===== src/rtl/spi_master.sv =====
`default_nettype none
// ============================================================================
// Module      : spi_master
// Description : SPI master, SCLK idle low, data sampled on the SCLK rising
//               edge and changed on the falling edge, MSB first. Optional
//               burst mode (keep SSEL low across packets) is enabled by
//               defining SPI_MASTER_BURST_EN.
// Revision    : 1.0 - initial release
// ============================================================================
module spi_master #(
    parameter int PACKET_WIDTH = 8,
    parameter int CLK_DIV      = 5
) (
    input  logic                    clk,
    input  logic                    reset_n,
    input  logic                    start,
    input  logic                    keepSelect,
    input  logic [PACKET_WIDTH-1:0] txPacket,
    output logic                    busy,
    output logic                    done,
    output logic [PACKET_WIDTH-1:0] rxPacket,
    output logic                    spi_SCLK,
    output logic                    spi_SSEL,
    output logic                    spi_MOSI,
    input  logic                    spi_MISO
);

    localparam int DIV_W = (CLK_DIV > 1) ? $clog2(CLK_DIV) : 1;
    localparam int CNT_W = $clog2(PACKET_WIDTH + 1);

    localparam logic [DIV_W-1:0] c_DIV_LAST  = DIV_W'(CLK_DIV - 1);
    localparam logic [CNT_W-1:0] c_BITS_LAST = CNT_W'(PACKET_WIDTH - 1);
    localparam logic [CNT_W-1:0] c_BITS_ALL  = CNT_W'(PACKET_WIDTH);

    localparam logic [2:0] c_ST_IDLE  = 3'd0;
    localparam logic [2:0] c_ST_LEAD  = 3'd1;
    localparam logic [2:0] c_ST_HIGH  = 3'd2;
    localparam logic [2:0] c_ST_LOW   = 3'd3;
    localparam logic [2:0] c_ST_GUARD = 3'd4;
    localparam logic [2:0] c_ST_HOLD  = 3'd5;

    logic [2:0]              r_state;
    logic [DIV_W-1:0]        r_div;
    logic [CNT_W-1:0]        r_bits;
    logic [PACKET_WIDTH-1:0] r_tx;
    logic [PACKET_WIDTH-1:0] r_rx;
    logic [PACKET_WIDTH-1:0] r_rx_out;
    logic                    r_busy;
    logic                    r_done;
    logic                    r_sclk;
    logic                    r_ssel;

    logic                    w_div_last;
    logic                    w_accept;
    logic                    w_hold;
    logic [PACKET_WIDTH-1:0] w_rx_shift;

    assign w_div_last = (r_div == c_DIV_LAST);
    assign w_accept   = start && ((r_state == c_ST_IDLE) || (r_state == c_ST_HOLD));
    assign w_rx_shift = {r_rx[PACKET_WIDTH-2:0], spi_MISO};

`ifdef SPI_MASTER_BURST_EN
    logic r_keep;

    always_ff @(posedge clk) begin
        if (!reset_n) begin
            r_keep <= 1'b0;
        end else if (w_accept) begin
            r_keep <= keepSelect;
        end
    end

    assign w_hold = r_keep;
`else
    logic w_unused_keep;

    assign w_unused_keep = keepSelect;
    assign w_hold        = 1'b0;
`endif

    always_ff @(posedge clk) begin
        if (!reset_n) begin
            r_state  <= c_ST_IDLE;
            r_div    <= '0;
            r_bits   <= '0;
            r_tx     <= '0;
            r_rx     <= '0;
            r_rx_out <= '0;
            r_busy   <= 1'b0;
            r_done   <= 1'b0;
            r_sclk   <= 1'b0;
            r_ssel   <= 1'b1;
        end else begin
            r_done <= 1'b0;
            case (r_state)
                c_ST_IDLE, c_ST_HOLD: begin
                    if (w_accept) begin
                        r_tx    <= txPacket;
                        r_div   <= '0;
                        r_bits  <= '0;
                        r_busy  <= 1'b1;
                        r_ssel  <= 1'b0;
                        r_state <= c_ST_LEAD;
                    end
                end
                c_ST_LEAD: begin
                    if (w_div_last) begin
                        r_div   <= '0;
                        r_sclk  <= 1'b1;
                        r_rx    <= w_rx_shift;
                        r_state <= c_ST_HIGH;
                    end else begin
                        r_div <= r_div + 1'b1;
                    end
                end
                c_ST_HIGH: begin
                    if (w_div_last) begin
                        r_div   <= '0;
                        r_sclk  <= 1'b0;
                        r_bits  <= r_bits + 1'b1;
                        // MOSI keeps the LSB once the last bit has been sent
                        if (r_bits != c_BITS_LAST) begin
                            r_tx <= r_tx << 1;
                        end
                        r_state <= c_ST_LOW;
                    end else begin
                        r_div <= r_div + 1'b1;
                    end
                end
                c_ST_LOW: begin
                    if (w_div_last) begin
                        r_div <= '0;
                        if (r_bits == c_BITS_ALL) begin
                            r_done   <= 1'b1;
                            r_rx_out <= r_rx;
                            if (w_hold) begin
                                r_busy  <= 1'b0;
                                r_state <= c_ST_HOLD;
                            end else begin
                                r_ssel  <= 1'b1;
                                r_state <= c_ST_GUARD;
                            end
                        end else begin
                            r_sclk  <= 1'b1;
                            r_rx    <= w_rx_shift;
                            r_state <= c_ST_HIGH;
                        end
                    end else begin
                        r_div <= r_div + 1'b1;
                    end
                end
                c_ST_GUARD: begin
                    if (w_div_last) begin
                        r_div   <= '0;
                        r_busy  <= 1'b0;
                        r_state <= c_ST_IDLE;
                    end else begin
                        r_div <= r_div + 1'b1;
                    end
                end
                default: begin
                    r_state <= c_ST_IDLE;
                end
            endcase
        end
    end

    assign busy     = r_busy;
    assign done     = r_done;
    assign rxPacket = r_rx_out;
    assign spi_SCLK = r_sclk;
    assign spi_SSEL = r_ssel;
    assign spi_MOSI = r_tx[PACKET_WIDTH-1];

endmodule
`default_nettype wire


===== config.mk =====
export PLATFORM = sky130hd
export DESIGN_NAME = spi_master
export DESIGN_NICKNAME = d
export VERILOG_FILES = /design/src/rtl/spi_master.sv
export SDC_FILE = /design/constraint.sdc
export NUM_CORES = 1
export LEC_CHECK = 0
export CORE_MARGIN = 2
export CORE_UTILIZATION = 53
export DETAILED_ROUTE_END_ITERATION = 6
export PLACE_DENSITY_LB_ADDON = 0.2
export SYNTH_ARGS = -nofsm -noshare
export SYNTH_HDL_FRONTEND = slang
export SYNTH_SLANG_ARGS = --single-unit
export TNS_END_PERCENT = 20

===== constraint.sdc =====
create_clock -name clk -period 2.1 [get_ports clk]
set_input_delay 0.315 -clock clk [delete_from_list [all_inputs] [get_ports clk]]
set_output_delay 0.315 -clock clk [all_outputs]
set_load 0.02 [all_outputs]

==> flow_summary.yaml, run 1 <==
run_status:
  outcome: "completed"
yosys:
  synth_common_cells: "dfxtp_1 (38), nand2_1 (25), nor2_1 (22)"
  synthesis.nets: 216
  synth-main-ff-cell: "dfxtp_1"
  yosys_warnings: 0
  syn_inst: 199
  yosysUniqueCellTypes: 45
  synth_top_area_share_pct: 41.70
  syn_avg_cell_area_um2: 9.167
  ys_seq_elements: 38
  netlist_area_mm2: 0.001824
  synth_edf_count: 0
  yosysMostFrequentCell: "dfxtp_1"
  ys_seq_area_share_pct: 41.70
  yosysTopAreaCell: "dfxtp_1"
  synth_area_leaders: "dfxtp_1 (42%), mux2i_1 (8.8%), nand2_1 (5.1%)"
  synth-async-reset-ratio_pct: 0
power_and_ir_drop:
  p_per_area_mw_per_mm2: 600.1
  peakVddDrop_mv: 0.5402
  finalPower_uw: 1299
  leakagePower_uw: 0.0008253
sta:
  fmax_mhz: 514.1
  slew_headroom_pct: 65.77
  final-setup-viol-count: 0
  report.final.hold_viol_count: 0
  fin_ws_ps: 155.0
  layout_min_cycle_time_ps: 1945
  setup_tns_ps: 0
  rsz0062_at_grt: "false"
  min_period_over_period_pct: 92.62
  drv_slew: 0
  fin_skew_ps: 8.177
  tightest_slew_ps: 512.7
die:
  rows: 21
  core_area_mm2: 0.003311
  start_util_pct: 55.10
  die_w_um: 62.67
  die_h_um: 62.67
  design.die.area_mm2: 0.003928
  ioPinCount: 26
clock_tree:
  ctsResizeCount: 0
  cts_tree: "done"
  postCtsSetupBuffers: 0
  cts_buffer_depth: 2
  clk_pin_slew_worst_paths_ps: 120
  numCtsBuffers: 5
  clk_latency_ps: 340
  h-tree-depth: 2
  cts_root_buf: "clkbuf_4"
  clock-sinks: 38
  cts_hold_buf: 0
layout:
  n_antenna_cell: 0
  register_area_um2: 760.7
  area.growth.synth_to_final_pct: 18.66
  multi_input_comb_area_um2: 944.7
  fill_cells: 310
  drive_gt1_share_pct: 12.89
  finalInstanceArea_mm2: 0.002165
  nNetsFinal: 241
  fin_util_pct: 65.38
setup_path:
  cp-end-kind: "flip-flop"
  cp-start-kind: "flip-flop"
  critPathMaxFanout: 11
  crit_start: "r_div[1]"
  cp.arrival_ps: 2160
  critPathKind: "flip-flop to flip-flop"
  r2r_cells: 6
  ff2ff_setup_slack_ps: 160
  required_ps: 2320
  r2r-end: "r_tx[1]"
  timing.rr.start: "r_div[1]"
  endpoint: "r_tx[1]"
detailed_routing:
  drc_errors: 0
  routed_via_density: 5.535
  via_count: 1500
  drtIter0Drc: 68
  drtPass1Iterations: 4
  drtAntennaViolNets: 0
  drt-total-wl_um: 3685
  avgRoutedWirePerCell_um: 13.60
grt:
  grt_max_degree: 17
  gr-total-overflow: 0
  antenna_found_initial: 0
  grt_pass1_wl_um: 6354
  first_global_vias: 1466
  grtUsageTotal_pct: 19.87
placement:
  pre_cts_slack_ps: 192.1
  place_hpwl_um: 2639
  io_buffers: 24
  place_congestion: 0.8023
  placed_area_mm2: 0.002101
min_path:
  holdCritStartpoint: "busy"
  min_path_type: "flip-flop to flip-flop"
flow_run:
  cap_violations: 0
==> critical path, cell delays in order, from the launching register on <==
cell,delay (ps)
dfxtp_1,350
inv_1,60
ha_1,170
and2_1,380
a22o_1,450
and2_4,300
a311oi_2,110
==> worst min path at each step <==
stage / to / depth (start not counted)
5_1_grt: busy / 2
2_1_floorplan: r_tx[0] / 2
4_1_cts: busy / 2
6_report: busy / 2
3_5_place_dp: spi_SSEL / 2
3_3_place_gp: r_tx[0] / 2
==> registers in the layout (all words and copies together), names as in the netlist <==
register	cells
done	1
rxPacket	8
r_div	3
spi_SSEL	1
spi_SCLK	1
r_state	3
r_rx	8
busy	1
r_bits	4
r_tx	8
==> stage by stage <==
| stage | hold WS, ps | std cells |
|---|---|---|
| finish | 479.3 | 271 |
| detailed placement | 466.3 | 263 |
| global route | 491.1 | 271 |
| CTS | 485.7 | 271 |
| floorplan | 428.6 | 199 |
| global placement | 440.8 | 263 |
==> power breakdown <==
group          internal (uW)  switching [uW]
Sequential               740            16.4
Clock                    161             246
Combinational           68.9            66.7
==> layout make-up <==
cell class                 count  share of cell area, %
multi-input combinational    139                  43.64
inverter                       6                  1.040
clock inverter                 2                 0.5780
sequential                    38                  35.14
clock buffer                   6                  2.370
timing repair buffer          34                  14.57
tap                           46                  2.659
==> cells in the final DEF (no fill, tap or decap), types with 3 or more instances in the layout <==
cell	Yosys	routed
dfxtp_1	38	38
nand2_1	25	25
clkdlybuf4s50_1	0	24
nor2_1	22	22
a21oi_1	17	17
mux2i_1	16	16
buf_4	1	10
a311oi_2	6	6
inv_1	5	5
o21ai_1	5	5
nand3_1	5	5
clkbuf_4	0	5
ha_1	4	4
nor2b_1	3	3
and4b_1	3	3
or3_1	3	3
==> kinds of logic (layout without fill, tap and decap cells) <==
logic type / after synthesis / count (layout) / synth area share [%]
and+or+nand+nor: 75 / 75 / 22.02
AOI/OAI and AO/OA: 42 / 42 / 16.94
DFF: 38 / 38 / 41.70
buffers and inverters: 22 / 48 / 6.859
muxes: 16 / 16 / 8.779
adders and majority gates: 4 / 4 / 2.744
xor gates and xnor gates: 2 / 2 / 0.9604
==> per-layer routing <==
layer  track usage [%]  share of wire, %
met1             24.20                46
met2             34.68                51
met3             4.324               2.8
met4             6.667              0.54
met5                 0                 0
No activity file was read; power rests on OpenSTA's default activity.
==> run 2: changes to the inputs <==
--- a/constraint.sdc
+++ b/constraint.sdc
@@ -3,2 +3,2 @@
 set_output_delay 0.315 -clock clk [all_outputs]
-set_load 0.02 [all_outputs]
+set_load 0.01 [all_outputs]
==> results of run 2 <==
Same layout as run 1 (identical final DEF). Status: completed.
Main changes from that run: total power 1299 uW -> 1295 uW
==> patch 1, RTL diff (settings of run 2) <==
`CLK_DIV`: 5 -> 6.
--- a/src/rtl/spi_master.sv
+++ b/src/rtl/spi_master.sv
@@ -9,7 +9,7 @@
 // ============================================================================
 module spi_master #(
     parameter int PACKET_WIDTH = 8,
-    parameter int CLK_DIV      = 5
+    parameter int CLK_DIV      = 6
 ) (
     input  logic                    clk,
     input  logic                    reset_n,
Check against the original RTL: not equivalent (Yosys sat finds a counterexample within 10 cycles, from zero or initial values and one cycle with reset_n low).
==> patch 1 against run 2 <==
  * Final area barely moved
  * Largest cell class unchanged
  * Largest power group unchanged
  * Sequential power rose by 5.8%
  * Count of clock-buffer cells in the layout unchanged
  * Clock power shrank 3%
  * Clock skew is 0.72 ps higher
  * Setup slack improved by 51 ps
  * Critical path type unchanged
  * Sequential cell count is the same
  * Synthesized area fell by 1.2%
  * Power rose by 12%
  * Routed wire length grew 4.7%
  * Worst hold slack got worse by 15 ps
  * Non-clock buffer count fell by 1
  * Critical endpoint is now r_tx[6]
==> patch 1: results (changes against run 2) <==
[clock_tree]
cts_buffers = 5  ; unchanged
insertion_delay_ps = 340  ; about the same
clk_path_buf_depth = 2  ; unchanged
cts_setup_buffers = 0  ; unchanged
cts_root_buf = clkbuf_4  ; unchanged

[place]
dp.cells = 278  ; was 263
port_buffers = 24  ; unchanged
place_hpwl_um = 2680  ; was 2640 um
gp_congestion = 0.769  ; was 0.802

[pwr]
leakage_nw = 0.764  ; was 0.825 nW
ir_drop_uv = 401  ; was 540 uV

[route]
firstDrtPassIters = 6  ; was 4
wl_per_cell_um = 13.5  ; was 13.6 um
via_per_inst = 5.70  ; was 5.54
vias = 1630  ; was 1500
initialDrtViolationCount = 91  ; was 68

[synthesis]
synthTopCellsByCount = dfxtp_1 (38), nand2_1 (34), nand3_1 (17)  ; was dfxtp_1 (38), nand2_1 (25), nor2_1 (22)
async_flop_share_pct = 0  ; unchanged
ys_seq_area_share_pct = 42.2  ; was 41.7%
avgSynthCellArea_um2 = 8.43  ; was 9.17 um2
synth_cell_types = 41  ; was 45
synth_area_leaders = dfxtp_1 (42%), nand2_1 (7.1%), mux2i_1 (6.1%)  ; was dfxtp_1 (42%), mux2i_1 (8.8%), nand2_1 (5.1%)
syn-num-nets = 229  ; was 216

[final_layout]
nets = 254  ; was 241
drive_above_1_share_pct = 10.8  ; was 12.9%
num_antenna_cells = 0  ; unchanged
fill_cells = 298  ; was 310

[worst_hold_path]
min-delay-start = spi_SCLK  ; was busy
min_to = spi_SCLK  ; was busy

[sta]
slew_headroom_pct = 58.7  ; was 65.8%
worst_clock_skew_ps = 8.89  ; was 8.18 ps

[setup_path]
rr_startpoint = r_state[2]  ; was r_div[1]
cpPeakStageDelay_ps = 730  ; was 450 ps
cp_max_fo = 15  ; was 11
reg2regPathDepth = 4  ; was 6
cpMaxStageDelayCell = dfxtp_1  ; was a22o_1
cp.arrival_ps = 2140  ; was 2160 ps
reg2reg_to = r_tx[6]  ; was r_tx[1]
rrSetupSlack_ps = 210  ; was 160 ps

[grt]
antenna_found_initial = 0  ; unchanged
grt_pass1_wl_um = 6710  ; was 6350 um
grt_max_degree = 25  ; was 17
grtUsageTotal_pct = 21.7  ; was 19.9%
grt_pass1_vias = 1501  ; was 1466

[status]
status = complete, no violations  ; unchanged

[patch 1: critical path, delay by kind of cell, from the launching register on]
| kind | cells | cell delay [ps] |
|---|---|---|
| compound gates | 1 | 310 |
| simple gates | 3 | 760 |
| flops | 1 | 730 |
[patch 1: worst max path at each step]
stage,start,endpoint,cells past startpoint
2_1_floorplan,r_bits[0],r_rx[6],7
3_3_place_gp,start,r_tx[0],5
3_5_place_dp,start,r_tx[6],5
4_1_cts,r_state[2],r_tx[6],4
5_1_grt,r_div[0],r_tx[0],4
6_report,r_state[2],r_tx[6],4
[patch 1: area by class of cell]
cell class / count / area (um2) / area share, %
Clock buffer: 6 / 51.3 / 2.37
Tap cell: 46 / 57.6 / 2.66
Sequential cell: 38 / 761 / 35.2
Timing Repair Buffer: 33 / 308 / 14.2
Clock inverter: 2 / 12.5 / 0.578
Inverter: 6 / 22.5 / 1.04
Multi-Input combinational cell: 155 / 951 / 44.0
[patch 1: cells by family after synthesis]
kind of cell | after synthesis | synth area share [%]
mux | 11 | 6.11
fa+ha+maj | 2 | 1.39
flops | 38 | 42.2
simple gates | 97 | 27.5
xor+xnor | 1 | 0.486
compound gates | 44 | 17.3
buf+inv | 21 | 5.07
[patch 1: per-layer routing]
| metal | global-route usage, % | vias up | wire, um |
|---|---|---|---|
| met5 | 0 | - | 0 |
| met4 | 8.06 | 0 | 48 |
| met3 | 6.34 | 5 | 170 |
| met2 | 35.3 | 43 | 1840 |
| met1 | 27.4 | 772 | 1800 |
| li1 | - | 810 | - |
[patch 1: through the flow]
stage,util [%],hold WS [ps],cell area [um2],power [mW],worst slack (ps)
5_1_grt,65.3,508,2160,1.53,87.5
3_3_place_gp,63.4,443,2100,1.05,262
6_report,65.3,465,2160,1.45,206
2_1_floorplan,-,435,1800,0.973,388
3_5_place_dp,63.4,455,2100,1.06,174
4_1_cts,65.3,472,2160,1.47,229
[patch 1: power breakdown]
| part | switching [mW] | total [mW] | internal (mW) |
|---|---|---|---|
| clock network | 0.235 | 0.396 | 0.161 |
| logic | 0.129 | 0.252 | 0.123 |
| registers | 0.0419 | 0.800 | 0.758 |
| total | 0.406 | 1.45 | 1.04 |
==> patch 2, RTL diff (settings of run 2) <==
Made on the original files. Add a define of `SPI_MASTER_BURST_EN`.
--- a/src/rtl/spi_master.sv
+++ b/src/rtl/spi_master.sv
@@ -7,6 +7,8 @@
 //               defining SPI_MASTER_BURST_EN.
 // Revision    : 1.0 - initial release
 // ============================================================================
+`define SPI_MASTER_BURST_EN
+
 module spi_master #(
     parameter int PACKET_WIDTH = 8,
     parameter int CLK_DIV      = 5
Behaviour: no difference found for any inputs over 10 cycles, from zero or initial values and one cycle with reset_n low; that may be too few to reach the edited logic, so the function may still have changed.
==> patch 2 against run 2 <==
  * Core utilization decreased by 0.87 points
  * Worst hold slack improved by 6.4 ps
  * Highest routed layer unchanged
  * Setup slack better by 47 ps
  * Count of clock-buffer cells in the layout stayed put
  * Sequential cell count grew 1
  * Final area is 1.3% lower
  * Synthesized area down 1.1%
  * Critical path depth is 1 higher
  * Power is 1.6% lower
  * Largest power group unchanged
  * Routed wire length fell by 4.0%
  * Clock skew rose by 1.7 ps
  * Via count down 4.0%
==> patch 2: results (changes against run 2) <==
[clock_tree]
cts_resized = 0  ; unchanged
cts_buffers = 5  ; unchanged
cts_root_buf = clkbuf_4  ; unchanged
insertion_delay_ps = 350
clk_pin_slew_ps = 110
clk_path_buf_depth = 2  ; unchanged
cts_setup_buffers = 0  ; unchanged
h-tree-depth = 2  ; unchanged

[pwr]
leakage_nw = 0.710  ; was 0.825 nW
ir_drop_uv = 422  ; was 540 uV

[synthesis]
synth_cell_types = 36  ; was 45
synthTopCellsByCount = dfxtp_1 (39), mux2i_1 (25), nor2_1 (20)  ; was dfxtp_1 (38), nand2_1 (25), nor2_1 (22)
synth_area_leaders = dfxtp_1 (43%), mux2i_1 (14%), a21oi_1 (5.3%)  ; was dfxtp_1 (42%), mux2i_1 (8.8%), nand2_1 (5.1%)
async_flop_share_pct = 0  ; unchanged
syn-num-nets = 207  ; was 216
synth_warnings = 0  ; unchanged
ys_seq_area_share_pct = 43.3  ; was 41.7%

[final_layout]
nets = 234  ; was 241
num_antenna_cells = 0  ; unchanged
drive_above_1_share_pct = 8.72  ; was 12.9%

[grt]
grt_pass1_vias = 1408  ; was 1466
antenna_found_initial = 0  ; unchanged
grtUsageTotal_pct = 19.8  ; was 19.9%
grt_pass1_wl_um = 6200  ; was 6350 um
grt_max_degree = 22  ; was 17

[sta]
slew_headroom_pct = 63.3  ; was 65.8%
worst_clock_skew_ps = 9.88  ; was 8.18 ps

[route]
firstDrtPassIters = 4  ; unchanged
initialDrtViolationCount = 58  ; was 68
via_per_inst = 5.45  ; was 5.54
totalWireLength_um = 3540  ; was 3690 um

[place]
place_hpwl_um = 2580  ; was 2640 um
port_buffers = 25  ; was 24
gp_congestion = 0.819  ; was 0.802

[setup_path]
cp.arrival_ps = 2140  ; was 2160 ps
cp_max_fo = 10  ; was 11

[status]
status = complete, no violations  ; unchanged

[worst_hold_path]
min_path_type = reg -> reg  ; unchanged

[patch 2: kinds of logic after synthesis]
| family | synth area share [%] |
|---|---|
| AO/OA/AOI/OAI | 14.3 |
| XOR/XNOR | 2.36 |
| adder cells (fa/ha/maj) | 2.77 |
| buffers and inverters | 6.24 |
| flip-flops | 43.3 |
| multiplexers | 13.9 |
| AND/OR/NAND/NOR | 17.2 |
[patch 2: per-stage QoR]
stage	hold slack (ps)	setup slack [ps]	cells	total power, mW	instance area, um2
global placement	460	197	256	0.912	2080
CTS	488	196	264	1.29	2140
floorplan	448	484	190	0.869	1800
detailed placement	467	81.8	256	0.919	2080
finish	486	202	264	1.27	2140
global route	515	9.40	264	1.33	2140
[patch 2: final timing paths]
path	start	end	slack, ps	cells after the start
worst max-delay path	r_div[0]	rxPacket[2]	200	7
worst min-delay path	r_tx[5]	r_tx[5]	490	2
worst max register to register	r_div[0]	rxPacket[2]	200	7
worst min register to register	r_tx[5]	r_tx[5]	490	2
[patch 2: area by class of cell]
type                       instances  area, um2
fill                             299       1170
multi-input combinational        130        911
sequential                        39        781
timing repair buffer              31        295
tap                               46       57.6
clock buffer                       6       41.3
inverter                          10       37.5
clock inverter                     2       12.5
[patch 2: report_power, final]
group / switching [mW] / leakage [nW] / internal, mW
combinational: 0.0640 / 0.366 / 0.0644
sequential: 0.0155 / 0.317 / 0.759
clock: 0.243 / 0.0282 / 0.129
total: 0.322 / 0.710 / 0.952
[patch 2: layer usage]
layer  GRT usage [%]  up-vias  part of all wire [%]  wire length, um
met4            5.83        0                   1.3               46
met3            5.43        5                   3.5              124
met2            36.3       23                    52             1830
li1                -      733                     -                -
met1            22.5      679                    43             1530
met5               0        -                     0                0
[patch 2: worst max-delay path, cell delays in order, from the launching register on]
cell,delay (ps)
dfxtp_1,340
inv_1,80
ha_1,300
nand4b_1,270
nor3_1,260
buf_4,260
mux2i_1,220
nor2_1,70
